## config.mk

```make
export PLATFORM = sky130hd
export DESIGN_NAME = hazard_flush_unit
export DESIGN_NICKNAME = d
export VERILOG_FILES = /design/src/rtl/hazard_flush_unit.sv
export SDC_FILE = /design/constraint.sdc
export NUM_CORES = 1
export LEC_CHECK = 0
export CAP_MARGIN = 5
export CORE_MARGIN = 2
export CORE_UTILIZATION = 46
export CTS_BUF_LIST = sky130_fd_sc_hd__clkbuf_4
export DETAILED_ROUTE_END_ITERATION = 7
export PLACE_DENSITY_LB_ADDON = 0.25
export RECOVER_POWER = 50
export SLEW_MARGIN = 20
export SYNTH_ARGS = -nofsm -noshare
export SYNTH_HDL_FRONTEND = slang
export SYNTH_SLANG_ARGS = --single-unit
```

## constraint.sdc

```tcl
create_clock -name clk -period 4.9 [get_ports clk]
set_clock_uncertainty 0.1 [all_clocks]
set_input_delay 0.98 -clock clk [delete_from_list [all_inputs] [get_ports clk]]
set_output_delay 0.98 -clock clk [all_outputs]
set_load 0.1 [all_outputs]
```

## src/rtl/hazard_flush_unit.sv

```systemverilog
// Pipeline hazard/flush controller: load-use stalls, branch/jump squashes,
// memory-wait freeze with watchdog, and saturating stall/flush event counters.
module hazard_flush_unit #(
  parameter int CNT_W       = 16,
  parameter int MEM_TIMEOUT = 64
) (
  input  logic             clk,
  input  logic             reset,
  input  logic [4:0]       ID_rs,
  input  logic [4:0]       ID_rt,
  input  logic             ID_uses_rt,
  input  logic             ID_jump,
  input  logic             EX_MemRead,
  input  logic [4:0]       EX_rt,
  input  logic             EX_branch_taken,
  input  logic             mem_busy,
  input  logic             clear_cnt,
  output logic             PC_write,
  output logic             IF_ID_write,
  output logic             pipe_hold,
  output logic             stall_flush,
  output logic             IF_ID_flush,
  output logic             ID_flush,
  output logic             mem_timeout,
  output logic [CNT_W-1:0] stall_cnt,
  output logic [CNT_W-1:0] flush_cnt
);

  localparam int WCNT_W = ($clog2(MEM_TIMEOUT + 1) < 7) ? 7 : $clog2(MEM_TIMEOUT + 1);
  localparam logic [WCNT_W-1:0] WMAX = WCNT_W'(MEM_TIMEOUT);

  typedef enum logic {RUN, MEM_WAIT} state_e;

  state_e             state_q, state_d;
  logic [WCNT_W-1:0]  wcnt_q, wcnt_d;
  logic               mem_timeout_q, mem_timeout_d;
  logic [CNT_W-1:0]   stall_cnt_q, stall_cnt_d;
  logic [CNT_W-1:0]   flush_cnt_q, flush_cnt_d;
  logic               lu;
  logic               stall_ev, flush_ev;

  // r0 is never a real destination, so a load targeting it cannot create a hazard
  assign lu = EX_MemRead && (EX_rt != 5'd0) &&
              ((EX_rt == ID_rs) || (ID_uses_rt && (EX_rt == ID_rt)));

  always_ff @(posedge clk) begin
    if (reset) begin
      state_q       <= RUN;
      wcnt_q        <= '0;
      mem_timeout_q <= 1'b0;
      stall_cnt_q   <= '0;
      flush_cnt_q   <= '0;
    end else begin
      state_q       <= state_d;
      wcnt_q        <= wcnt_d;
      mem_timeout_q <= mem_timeout_d;
      stall_cnt_q   <= stall_cnt_d;
      flush_cnt_q   <= flush_cnt_d;
    end
  end

  always_comb begin
    state_d       = state_q;
    wcnt_d        = wcnt_q;
    mem_timeout_d = mem_timeout_q;
    case (state_q)
      RUN: begin
        if (mem_busy) begin
          state_d = MEM_WAIT;
          wcnt_d  = WCNT_W'(1);
        end else begin
          wcnt_d  = '0;
        end
      end
      MEM_WAIT: begin
        if (mem_busy) begin
          if (wcnt_q != WMAX) wcnt_d = wcnt_q + WCNT_W'(1);
        end else begin
          state_d = RUN;
          wcnt_d  = '0;
        end
      end
      default: begin
        state_d = RUN;
        wcnt_d  = '0;
      end
    endcase
    // Flag lands on the edge where the busy run reaches the limit
    if (mem_busy && (wcnt_d == WMAX)) mem_timeout_d = 1'b1;
  end

  always_comb begin
    PC_write    = 1'b1;
    IF_ID_write = 1'b1;
    pipe_hold   = 1'b0;
    stall_flush = 1'b0;
    IF_ID_flush = 1'b0;
    ID_flush    = 1'b0;
    stall_ev    = 1'b0;
    flush_ev    = 1'b0;
    if (reset) begin
      PC_write    = 1'b0;
      IF_ID_write = 1'b0;
      IF_ID_flush = 1'b1;
      ID_flush    = 1'b1;
    end else if (mem_busy) begin
      PC_write    = 1'b0;
      IF_ID_write = 1'b0;
      pipe_hold   = 1'b1;
      stall_ev    = 1'b1;
    end else if (EX_branch_taken) begin
      IF_ID_flush = 1'b1;
      ID_flush    = 1'b1;
      flush_ev    = 1'b1;
    end else if (lu) begin
      // a coincident jump waits; it is seen again once the bubble clears the hazard
      PC_write    = 1'b0;
      IF_ID_write = 1'b0;
      stall_flush = 1'b1;
      stall_ev    = 1'b1;
    end else if (ID_jump) begin
      IF_ID_flush = 1'b1;
      flush_ev    = 1'b1;
    end
  end

  always_comb begin
    stall_cnt_d = stall_cnt_q;
    flush_cnt_d = flush_cnt_q;
    if (clear_cnt) begin
      stall_cnt_d = '0;
      flush_cnt_d = '0;
    end else begin
      if (stall_ev && (stall_cnt_q != {CNT_W{1'b1}})) stall_cnt_d = stall_cnt_q + CNT_W'(1);
      if (flush_ev && (flush_cnt_q != {CNT_W{1'b1}})) flush_cnt_d = flush_cnt_q + CNT_W'(1);
    end
  end

  assign mem_timeout = mem_timeout_q;
  assign stall_cnt   = stall_cnt_q;
  assign flush_cnt   = flush_cnt_q;

endmodule

```

# [Yosys cells after proc, flatten, opt, wreduce, memory -nomap -nowiden]
# Index checks and enable logic that the tools add are counted.
[op_classes] n_eq_ne=6 addsub=3 muxes=25 n_reduce_logical=9 n_bitwise=1
[ops] cell="$add A16 B1 Y16 const B" n=2
[ops] cell="$ne A16 B16 Y1 const B" n=2
[ops] cell="$mux W1" n=22
[ops] cell="$mux W7" n=2
[ops] cell="$pmux W7 S2" n=1
[ops] cell="$eq A5 B5 Y1" n=2
[ops] cell="$add A7 B1 Y7 const B" n=1
[ops] cell="$eq A7 B7 Y1 const B" n=1
[ops] cell="$ne A7 B7 Y1 const B" n=1
[ops] cell="$logic_and A1 B1 Y1" n=6
[ops] cell="$reduce_bool A5 Y1" n=1
[ops] cell="$reduce_or A2 Y1" n=1
[ops] cell="$logic_or A1 B1 Y1" n=1
[ops] cell="$not A1 Y1" n=1
[word_totals] word_cells=49 input_bits=23 ff_bits=41 output_inout_bits=39

# [Logic depth before layout (Yosys ltp)]
# Gate-level depths: netlist of the first run.
[depth] depth_word=9 depth_mapped=9 ltp_nobuf=7

# [Worst setup path after synthesis of the first run]
# Ideal clock, no wire load.
[synth_path] path_kind="input port to output port" from="in EX_rt[1]" to="out PC_write" t_required_ns=3.820 t_arrival_ns=4.494 stages=5 slack_ns=-0.674 cell_sequence="or4_4 o21ai_4 nor2_1 nor3_1 buf_4"
[synth_between] elab_chain_cells=8 elab_cells_between_ends=11 cone_classes="eq/ne (2); mux (4); reduce/logical (5)"
[synth_lines] item="start, declared" line_no="14" source="input logic [4:0] EX_rt,"
[synth_lines] item="$eq A5 B5 Y1" line_no="44" source="((EX_rt == ID_rs) || (ID_uses_rt && (EX_rt == ID_rt)));"
[synth_lines] item="$logic_and A1 B1 Y1" line_no="44"
[synth_lines] item="$logic_or A1 B1 Y1" line_no="44"
[synth_lines] item="$logic_and A1 B1 Y1 *" line_no="43" source="assign lu = EX_MemRead && (EX_rt != 5'd0) &&"
[synth_lines] item="$mux W1 * (4 in series)"
[synth_lines] item="end, declared" line_no="18" source="output logic PC_write,"
# Every way passes the cells marked *; elsewhere a longest branch is shown, timed or not.

# [Final worst setup path of the first run]
[layout_path] from="in EX_rt[1]" to="out IF_ID_write"
[layout_between] elab_chain_cells=8 elab_cells_between_ends=11 cone_classes="eq/ne (2); mux (4); reduce/logical (5)"
[layout_lines] item="$eq A5 B5 Y1" line_no="44"
[layout_lines] item="$logic_and A1 B1 Y1" line_no="44"
[layout_lines] item="$logic_or A1 B1 Y1" line_no="44"
[layout_lines] item="$logic_and A1 B1 Y1 *" line_no="43"
[layout_lines] item="$mux W1 *" line_no="115" source="end else if (lu) begin"
[layout_lines] item="$mux W1 *" line_no="111" source="end else if (EX_branch_taken) begin"
[layout_lines] item="$mux W1 *" line_no="106" source="end else if (mem_busy) begin"
[layout_lines] item="$mux W1 *" line_no="101" source="if (reset) begin"
[layout_lines] item="end, declared" line_no="19" source="output logic IF_ID_write,"
# Marked as above.

==> impl_metrics.csv, run 1 <==
group,metric,value,unit
floorplanning,ios,62,
detailed_routing,vias_per_cell,5.644,
placement,place_area,0.002954,mm2
logic_synthesis,syn_inst,276,
logic_synthesis,avgSynthCellArea,8.305,um2
floorplanning,start_util,48.21,%
sta,max_slew_margin,-25.60,%
logic_synthesis,synth.most_common_cell,"dfxtp_1",
power_and_ir_drop,p_leak,1.005,nW
logic_synthesis,synth_nets,303,
logic_synthesis,synth.area.top_cells,"dfxtp_1 (36%), xnor2_1 (5.7%), a21oi_1 (4.6%), nand3_1 (4.1%), nor2_1 (3.9%)",
placement,dp_hpwl,4.005,mm
logic_synthesis,synth_top_area_cell,"dfxtp_1",
grt,grt_pass1_vias,1986,
layout,area_growth,31.28,%
sta,hold_viol_final,0,
worst_setup_path,rr_worst_depth,7,
sta,period_share,86.03,%
logic_synthesis,synth_top_area_share,35.81,%
clock_tree,cts_buffers,5,
placement,gp_congestion,0.8010,
logic_synthesis,synth-async-reset-ratio,0,%
worst_setup_path,startpoint_type,"input port",
layout,fillers,435,
worst_setup_path,arrival,3140,ps
clock_tree,cts_buffer_depth,2,
floorplanning,dieArea,0.005564,mm2
placement,place_inst,394,
detailed_routing,drt-total-wl,5.508,mm
clock_tree,path_clk_slew,120,ps
logic_synthesis,syn_area,0.002292,mm2
sta,setup_viol,0,
grt,grt_start_max_net_pins,31,
logic_synthesis,synth-seq-area-share,35.81,%
logic_synthesis,ys_types,48,
detailed_routing,vias,2269,
clock_tree,clk_latency,360,ps
placement,portBuffers,61,
worst_setup_path,r2r_setup_slack,1680,ps
floorplanning,core_region_area,0.004755,mm2
clock_tree,cts_htree_levels,2,
layout,stdcell_count,402,
sta,grt_setup_unrepaired,"no",
worst_setup_path,cp_num_cells,6,
layout,drive_gt1_share,5.672,%
grt,grt_antenna_before_repair,0,
clock_tree,post_cts_buffers,0,
hold_path,holdCritPathClass,"flip-flop to flip-flop",
clock_tree,cts_hold_buf,0,
layout,fin_util,63.29,%
worst_setup_path,path_buf_inv,2,
detailed_routing,drt-initial-drc-count,83,
detailed_routing,drt_pass1_iterations,4,
run_status,status,"finished, violations left",
clock_tree,cts_tree,"done",
worst_setup_path,critPathCapture,"IF_ID_write",
run_status,violations,"max-capacitance violations, max-slew violations",
layout,design_area,0.003009,mm2
worst_setup_path,critical_path_class,"input port to output port",
layout,antenna_cells,0,
floorplanning,die_x,74.59,um
floorplanning,rows,25,
logic_synthesis,yosys_most_used_dff,"dfxtp_1",
sta,maxSlewViolCount,29,
detailed_routing,wire_per_inst,13.70,um
clock_tree,cts_sinks,41,
logic_synthesis,synth_common_cells,"dfxtp_1 (41), nor2_1 (24), a21oi_1 (21), nand2_1 (21), nand3_1 (19)",
worst_setup_path,timing.rr.end,"stall_cnt[15]",
worst_setup_path,crit_chain,"dlygate4sd3_1 > or4_1 > o21ai_4 > nor2_1 > nor3_2 > buf_12",
clock_tree,ctsResizeCount,0,
detailed_routing,ant_nets,0,
worst_setup_path,cpLargestDelayFamily,"simple AND/OR/NAND/NOR gates",
worst_setup_path,cpPeakStageDelay,600,ps
detailed_routing,drc,0,
run,maxCapViolations,1,
grt,grt.total_usage,20.60,%
worst_setup_path,crit_fanout,8,
clock_tree,root_buffer,"clkbuf_4",
sta,finalSetupTns,0,ps
worst_setup_path,critPathLaunch,"EX_rt[1]",
logic_synthesis,yosysWarnings,0,
logic_synthesis,synth_edf_count,0,
logic_synthesis,ys_ff_latch,41,
sta,worst_pin_slew,1877,ps
worst_setup_path,crit_path_top_delay_cell,"or4_1",
grt,grt_pass1_wl,9.004,mm
worst_setup_path,cp.required,3820,ps
grt,overflow,0,
worst_setup_path,setup.worst_path.end_class,"output port",
worst_setup_path,reg2reg_from,"stall_cnt[0]",
floorplanning,die_h,74.59,um
power_and_ir_drop,power_density,218.3,mW/mm2
sta,fmax,237.2,MHz
power_and_ir_drop,ir_worst_vdd,117.6,uV
sta,fin_crit,4216,ps
sta,hold_ws,390.8,ps
layout,nNetsFinal,361,
flip-flops by register name, summed over array words and instances, names as in the netlist:
name,count
flush_cnt,16
stall_cnt,16
wcnt_q,7
mem_timeout,1
state_q,1
layout make-up:
type,count,area (um2),area share (%)
Timing Repair Buffer,61,633.1,21.04
Tap cell,67,83.83,2.786
Clock inverter,3,46.29,1.538
Clock buffer,5,37.54,1.247
Inverter,9,33.78,1.123
Sequential cell,41,820.8,27.28
Multi-Input combinational cell,216,1354,44.99
cells by family (layout without fill, tap and decap cells):
| logic type | count (synthesis) | in the layout | synth area share, % |
|---|---|---|---|
| AO/OA/AOI/OAI | 65 | 65 | 19.43 |
| XOR/XNOR | 24 | 24 | 9.171 |
| adder cells (fa/ha/maj) | 4 | 4 | 2.183 |
| buffers and inverters | 19 | 78 | 4.312 |
| flip-flops | 41 | 41 | 35.81 |
| multiplexers | 2 | 2 | 0.8734 |
| AND/OR/NAND/NOR | 121 | 121 | 28.22 |
layout by cell type, fill, tap and decap left out, types with 4 or more instances in the layout:
cell type and n:
nor2_1 24, or3_1 10, clkbuf_4 5, xor2_1 9, or4_1 9, inv_1 9, dfxtp_1 41, nand3_1 19
and4_1 6, o2111ai_1 4, nand4_1 9, a21oi_1 22, o31ai_1 8, clkdlybuf4s50_1 48, and3_1 4, o21ai_0 10
dlygate4sd3_1 7, xnor2_1 15, nor3_1 8, ha_1 4, nand2_1 21
worst min path at each step:
| stage | cells after the start | end | slack (ps) | start |
|---|---|---|---|---|
| after floorplan | 1 | wcnt_q[0] | 350 | state_q |
| after global placement | 1 | mem_timeout | 370 | mem_timeout |
| after detailed placement | 1 | mem_timeout | 370 | mem_timeout |
| after CTS | 1 | mem_timeout | 400 | mem_timeout |
| after global routing | 1 | mem_timeout | 410 | mem_timeout |
| final | 1 | mem_timeout | 390 | mem_timeout |
per-layer routing:
metal / wire [um] / track usage (%)
met3: 218 / 5.014
met5: 0 / 0
met1: 2548 / 27.14
met2: 2658 / 33.43
met4: 82 / 6.349
worst reg2reg max path: cells and delay by family (launching register included):
| kind | cells | cell delay [ps] |
|---|---|---|
| flops | 1 | 430 |
| simple gates | 3 | 460 |
| fa+ha+maj | 1 | 270 |
| compound gates | 3 | 1900 |
per-stage QoR:
stage / power (W) / setup WS, ps
5_1_grt: 0.0006824 / 540.6
3_5_place_dp: 0.0004399 / 819.0
4_1_cts: 0.0006666 / 818.7
6_report: 0.0006569 / 684.4
2_1_floorplan: 0.0004061 / 78.01
3_3_place_gp: 0.0004390 / 853.1
power by group:
| group | switching [W] | total [W] | leakage, nW | internal (W) |
|---|---|---|---|---|
| clock network | 0.000119 | 0.000227 | 0.0414 | 0.000108 |
| registers | 0.00000248 | 0.000338 | 0.331 | 0.000335 |
| logic | 0.0000560 | 0.0000924 | 0.633 | 0.0000363 |
(Power assumes the default switching activity.)
==> run 2, diff against run 1 <==
Settings changed: CORE_ASPECT_RATIO set to 0.8.
==> impl_metrics.csv, run 2 (synthesized netlist as in run 1, its figures left out) <==
group,metric,value,unit
sta,hold_viol_final,0,
run,maxCapViolations,1,
detailed_routing,drc,0,
detailed_routing,ant_nets,0,
clock_tree,cts_buffers,5,
detailed_routing,vias,2262,
layout,drive_gt1_share,5.373,%
grt,grt_pass1_wl,9.487,mm
worst_setup_path,startpoint_type,"input port",
layout,nNetsFinal,361,
sta,worst_pin_slew,1903,ps
placement,portBuffers,61,
sta,max_slew_margin,-27.34,%
power_and_ir_drop,power_density,219.6,mW/mm2
grt,grt_antenna_before_repair,0,
grt,overflow,0,
floorplanning,die_h,67.14,um
detailed_routing,vias_per_cell,5.727,
layout,mostFrequentLayoutCell,"clkdlybuf4s50_1",
sta,maxSlewViolCount,29,
placement,dp_hpwl,4.098,mm
detailed_routing,wire_per_inst,14.06,um
worst_setup_path,r2r_setup_slack,1670,ps
clock_tree,cts_hold_buf,0,
layout,area_growth,30.13,%
sta,fmax,238.3,MHz
sta,period_share,85.65,%
grt,grt.total_usage,20.65,%
clock_tree,post_cts_buffers,0,
detailed_routing,drt-initial-drc-count,88,
run_status,status,"finished, violations left",
worst_setup_path,rr_worst_depth,7,
clock_tree,cts_buffer_depth,2,
placement,gp_congestion,0.8067,
floorplanning,dieArea,0.005567,mm2
clock_tree,cts_htree_levels,2,
power_and_ir_drop,ir_worst_vdd,121.1,uV
run_status,violations,"max-capacitance violations, max-slew violations",
clock_tree,clk_latency,360,ps
layout,layout_common_cells,"clkdlybuf4s50_1 (45), dfxtp_1 (41), nor2_1 (24)",
grt,grt_start_max_net_pins,31,
floorplanning,die_x,82.92,um
worst_setup_path,setup.worst_path.end_class,"output port",
clock_tree,cts_sinks,41,
detailed_routing,drt_pass1_iterations,4,
sta,grt_setup_unrepaired,"no",
clock_tree,path_clk_slew,130,ps
detailed_routing,drt-total-wl,5.553,mm
clock_tree,root_buffer,"clkbuf_4",
floorplanning,rows,22,
hold_path,holdCritPathClass,"flip-flop to flip-flop",
layout,antenna_cells,0,
clock_tree,cts_tree,"done",
floorplanning,start_util,48.98,%
sta,fin_crit,4197,ps
worst_setup_path,arrival,3120,ps
sta,setup_viol,0,
floorplanning,ios,62,
layout,fin_util,63.74,%
worst_setup_path,critical_path_class,"input port to output port",
clock_tree,ctsResizeCount,0,
floorplanning,core_region_area,0.004679,mm2
hold_path,min_delay_path_depth,1,
grt,grt_pass1_vias,2108,
sta,finalSetupTns,0,ps
power_and_ir_drop,p_leak,1.016,nW
worst_setup_path,cp.required,3820,ps
worst_setup_path,crit_fanout,8,
run 2: changes by cell type in the layout (fill, tap and decap cells not counted):
cell / delta
clkdlybuf4s50_1: -3
o21ai_1: -1
o21ai_0: +1
clkinvlp_4: -1
clkbuf_4: +1
buf_12: -1
clkinv_1: +1
dlygate4sd3_1: +3
buf_4: +1
clkinv_4: -1
run 2: layout make-up:
| class | count | area, um2 |
|---|---|---|
| well taps | 60 | 75.07 |
| repair buffers | 61 | 620.6 |
| fillers | 429 | 1697 |
| multi-input cells | 216 | 1354 |
| clock buffers | 6 | 45.04 |
| clock inverters | 2 | 33.78 |
| flip-flops and latches | 41 | 820.8 |
| inverters | 9 | 33.78 |
run 2: final timing paths:
path	end	start
setup / recovery	IF_ID_flush	EX_rt[1]
hold / removal	mem_timeout	mem_timeout
setup reg to reg	stall_cnt[4]	stall_cnt[0]
hold reg to reg	mem_timeout	mem_timeout
run 2: power breakdown:
part	leakage (nW)	internal [W]	total, W	switching, W
clock network	0.0433	0.000112	0.000227	0.000115
registers	0.331	0.000335	0.000337	0.00000237
logic	0.642	0.0000343	0.0000905	0.0000562
total	1.02	0.000481	0.000655	0.000174
run 2: routing by layer:
| metal | wire [um] | up-vias | GRT usage [%] |
|---|---|---|---|
| li1 | - | 1138 | - |
| met1 | 2693 | 1056 | 27.42 |
| met2 | 2488 | 60 | 33.77 |
| met3 | 294 | 8 | 4.768 |
| met4 | 76 | 0 | 6.762 |
| met5 | 0 | - | 0 |
run 2: stage by stage:
step	cell area, um2	instances	power (W)	hold slack [ps]	setup WS, ps
finish	2983	395	0.0006550	384.2	702.9
global route	2983	395	0.0006781	416.8	426.8
CTS	3012	395	0.0006605	398.2	832.6
detailed placement	2933	387	0.0004378	363.2	829.4
global placement	2933	387	0.0004363	363.2	877.1
floorplan	2302	276	0.0004061	347.3	78.01
run 2: critical path, cell delays in order:
cell,delay (ps)
dlygate4sd3_1,590
or4_1,610
o21ai_4,250
nor2_1,150
o31ai_2,320
buf_12,220
==> run 3, diff against run 2 <==
Settings changed: CORE_ASPECT_RATIO 0.8 to 0.5, CORE_UTILIZATION 46 to 54.
==> impl_metrics.csv, run 3 (synthesized netlist as in run 1, its figures left out) <==
group,metric,value,unit
sta,fmax,238.2,MHz
worst_setup_path,startpoint_type,"input port",
worst_setup_path,timing.rr.end,"stall_cnt[7]",
layout,area_growth,29.15,%
clock_tree,post_cts_buffers,0,
grt,grt_start_max_net_pins,31,
layout,antenna_cells,0,
grt,grt_pass1_wl,9.453,mm
detailed_routing,drt-initial-drc-count,120,
floorplanning,rows,16,
clock_tree,cts_tree,"done",
hold_path,holdCritPathClass,"flip-flop to flip-flop",
floorplanning,die_x,96.14,um
floorplanning,start_util,57.54,%
clock_tree,cts_htree_levels,2,
clock_tree,root_buffer,"clkbuf_4",
clock_tree,cts_hold_buf,0,
detailed_routing,vias,2288,
sta,maxSlewViolCount,29,
detailed_routing,vias_per_cell,5.897,
clock_tree,cts_buffers,5,
run_status,status,"finished, violations left",
grt,grt_pass1_vias,2090,
layout,nNetsFinal,361,
detailed_routing,ant_nets,0,
run_status,violations,"max-capacitance violations, max-slew violations",
layout,layout_common_cells,"clkdlybuf4s50_1 (43), dfxtp_1 (41), nor2_1 (24)",
worst_setup_path,crit_path_top_delay_cell,"dlygate4sd3_1",
power_and_ir_drop,p_sw,0.0001721,W
clock_tree,ctsResizeCount,0,
power_and_ir_drop,clkPwrFrac,33.7,%
sta,finalSetupTns,0,ps
clock_tree,cts_sinks,41,
placement,gp_congestion,0.8351,
worst_setup_path,crit_fanout,8,
layout,mostFrequentLayoutCell,"clkdlybuf4s50_1",
worst_setup_path,cpPeakStageDelay,590,ps
power_and_ir_drop,ir_worst_vdd,147.1,uV
power_and_ir_drop,power_density,218.0,mW/mm2
power_and_ir_drop,power,0.0006452,W
hold_path,holdPathEnd,"wcnt_q[0]",
sta,hold_ws,397.2,ps
grt,overflow,0,
layout,design_area,0.002960,mm2
worst_setup_path,rr_worst_depth,7,
sta,setup_viol,0,
power_and_ir_drop,p_seq_share,52.3,%
floorplanning,dieArea,0.004814,mm2
run,maxCapViolations,1,
power_and_ir_drop,p_leak,1.018,nW
hold_path,min_delay_path_depth,1,
sta,grt_setup_unrepaired,"no",
worst_setup_path,arrival,3120,ps
worst_setup_path,critical_path_class,"input port to output port",
sta,fin_crit,4198,ps
clock_tree,cts_buffer_depth,2,
placement,dp_hpwl,4.192,mm
floorplanning,ios,62,
worst_setup_path,setup.worst_path.end_class,"output port",
clock_tree,clk_latency,360,ps
power_and_ir_drop,sw_frac_of_total,26.68,%
power_and_ir_drop,internal_power,0.0004731,W
clock_tree,path_clk_slew,120,ps
worst_setup_path,crit_chain,"dlygate4sd3_1 > or4_4 > o21ai_4 > nor2_1 > o31ai_2 > buf_12",
power_and_ir_drop,comb_power_share,14.0,%
worst_setup_path,reg2reg_from,"stall_cnt[0]",
grt,grt.total_usage,25.07,%
worst_setup_path,r2r_setup_slack,1730,ps
detailed_routing,drt_pass1_iterations,5,
detailed_routing,drt-total-wl,5.653,mm
grt,grt_antenna_before_repair,0,
detailed_routing,drc,0,
placement,place_area,0.002913,mm2
floorplanning,core_region_area,0.003984,mm2
sta,worst_pin_slew,1794,ps
hold_path,min_from,"state_q",
layout,fillers,303,
sta,hold_viol_final,0,
layout,drive_gt1_share,5.689,%
worst_setup_path,cp.required,3820,ps
floorplanning,die_h,50.07,um
sta,period_share,85.67,%
placement,portBuffers,61,
sta,max_slew_margin,-20.09,%
detailed_routing,wire_per_inst,14.57,um
[run 3: changes by cell type in the layout (fill, tap and decap cells not counted), sizes merged]
cell	previous run	this run
dlygate4sd3	10	12
clkbuf	6	5
clkdlybuf4s50	45	43
[run 3: cell type report]
cell class | count | area (um2) | area share (%)
Clock inverter | 2 | 35.03 | 1.183
Multi-Input combinational cell | 216 | 1358 | 45.86
Sequential cell | 41 | 820.8 | 27.73
Inverter | 9 | 33.78 | 1.141
Tap cell | 54 | 67.56 | 2.282
Clock buffer | 5 | 37.54 | 1.268
Timing Repair Buffer | 61 | 608.1 | 20.54
[run 3: stage by stage]
stage / cells / utilization (%) / setup slack [ps]
2_1_floorplan: 276 / - / 78.01
3_5_place_dp: 381 / 73.12 / 804.4
4_1_cts: 388 / 74.94 / 805.0
6_report: 388 / 74.31 / 701.9
5_1_grt: 388 / 74.31 / 429.0
3_3_place_gp: 381 / 73.12 / 887.1
[run 3: power groups by stage]
stage          clock network (W)  logic (W)  registers, W
4_1_cts                 0.000220  0.0000924      0.000337
5_1_grt                 0.000232  0.0000962      0.000338
6_report                0.000218  0.0000902      0.000337
2_1_floorplan                  0  0.0000567      0.000349
3_5_place_dp                   0  0.0000921      0.000345
3_3_place_gp                   0  0.0000905      0.000345
[run 3: worst max-delay path, delay by kind of cell]
kind,cells,cell delay [ps]
AO/OA/AOI/OAI,2,580
buffers and inverters,2,810
AND/OR/NAND/NOR,2,740
[run 3: per-layer routing]
layer / GRT usage (%) / up-vias / wire length (um)
met4: 5.476 / 0 / 46
li1: - / 1137 / -
met3: 6.422 / 8 / 281
met1: 33.46 / 1079 / 2686
met2: 40.86 / 64 / 2639
met5: 0 / - / 0
[run 3: how the worst max path moves through the flow]
stage | startpoint | to | slack (ps)
2_1_floorplan | EX_rt[4] | stall_flush | 80
3_3_place_gp | EX_rt[1] | IF_ID_flush | 890
3_5_place_dp | EX_rt[1] | IF_ID_flush | 800
4_1_cts | EX_rt[1] | IF_ID_flush | 810
5_1_grt | EX_rt[1] | stall_cnt[7] | 430
6_report | EX_rt[1] | IF_ID_flush | 700
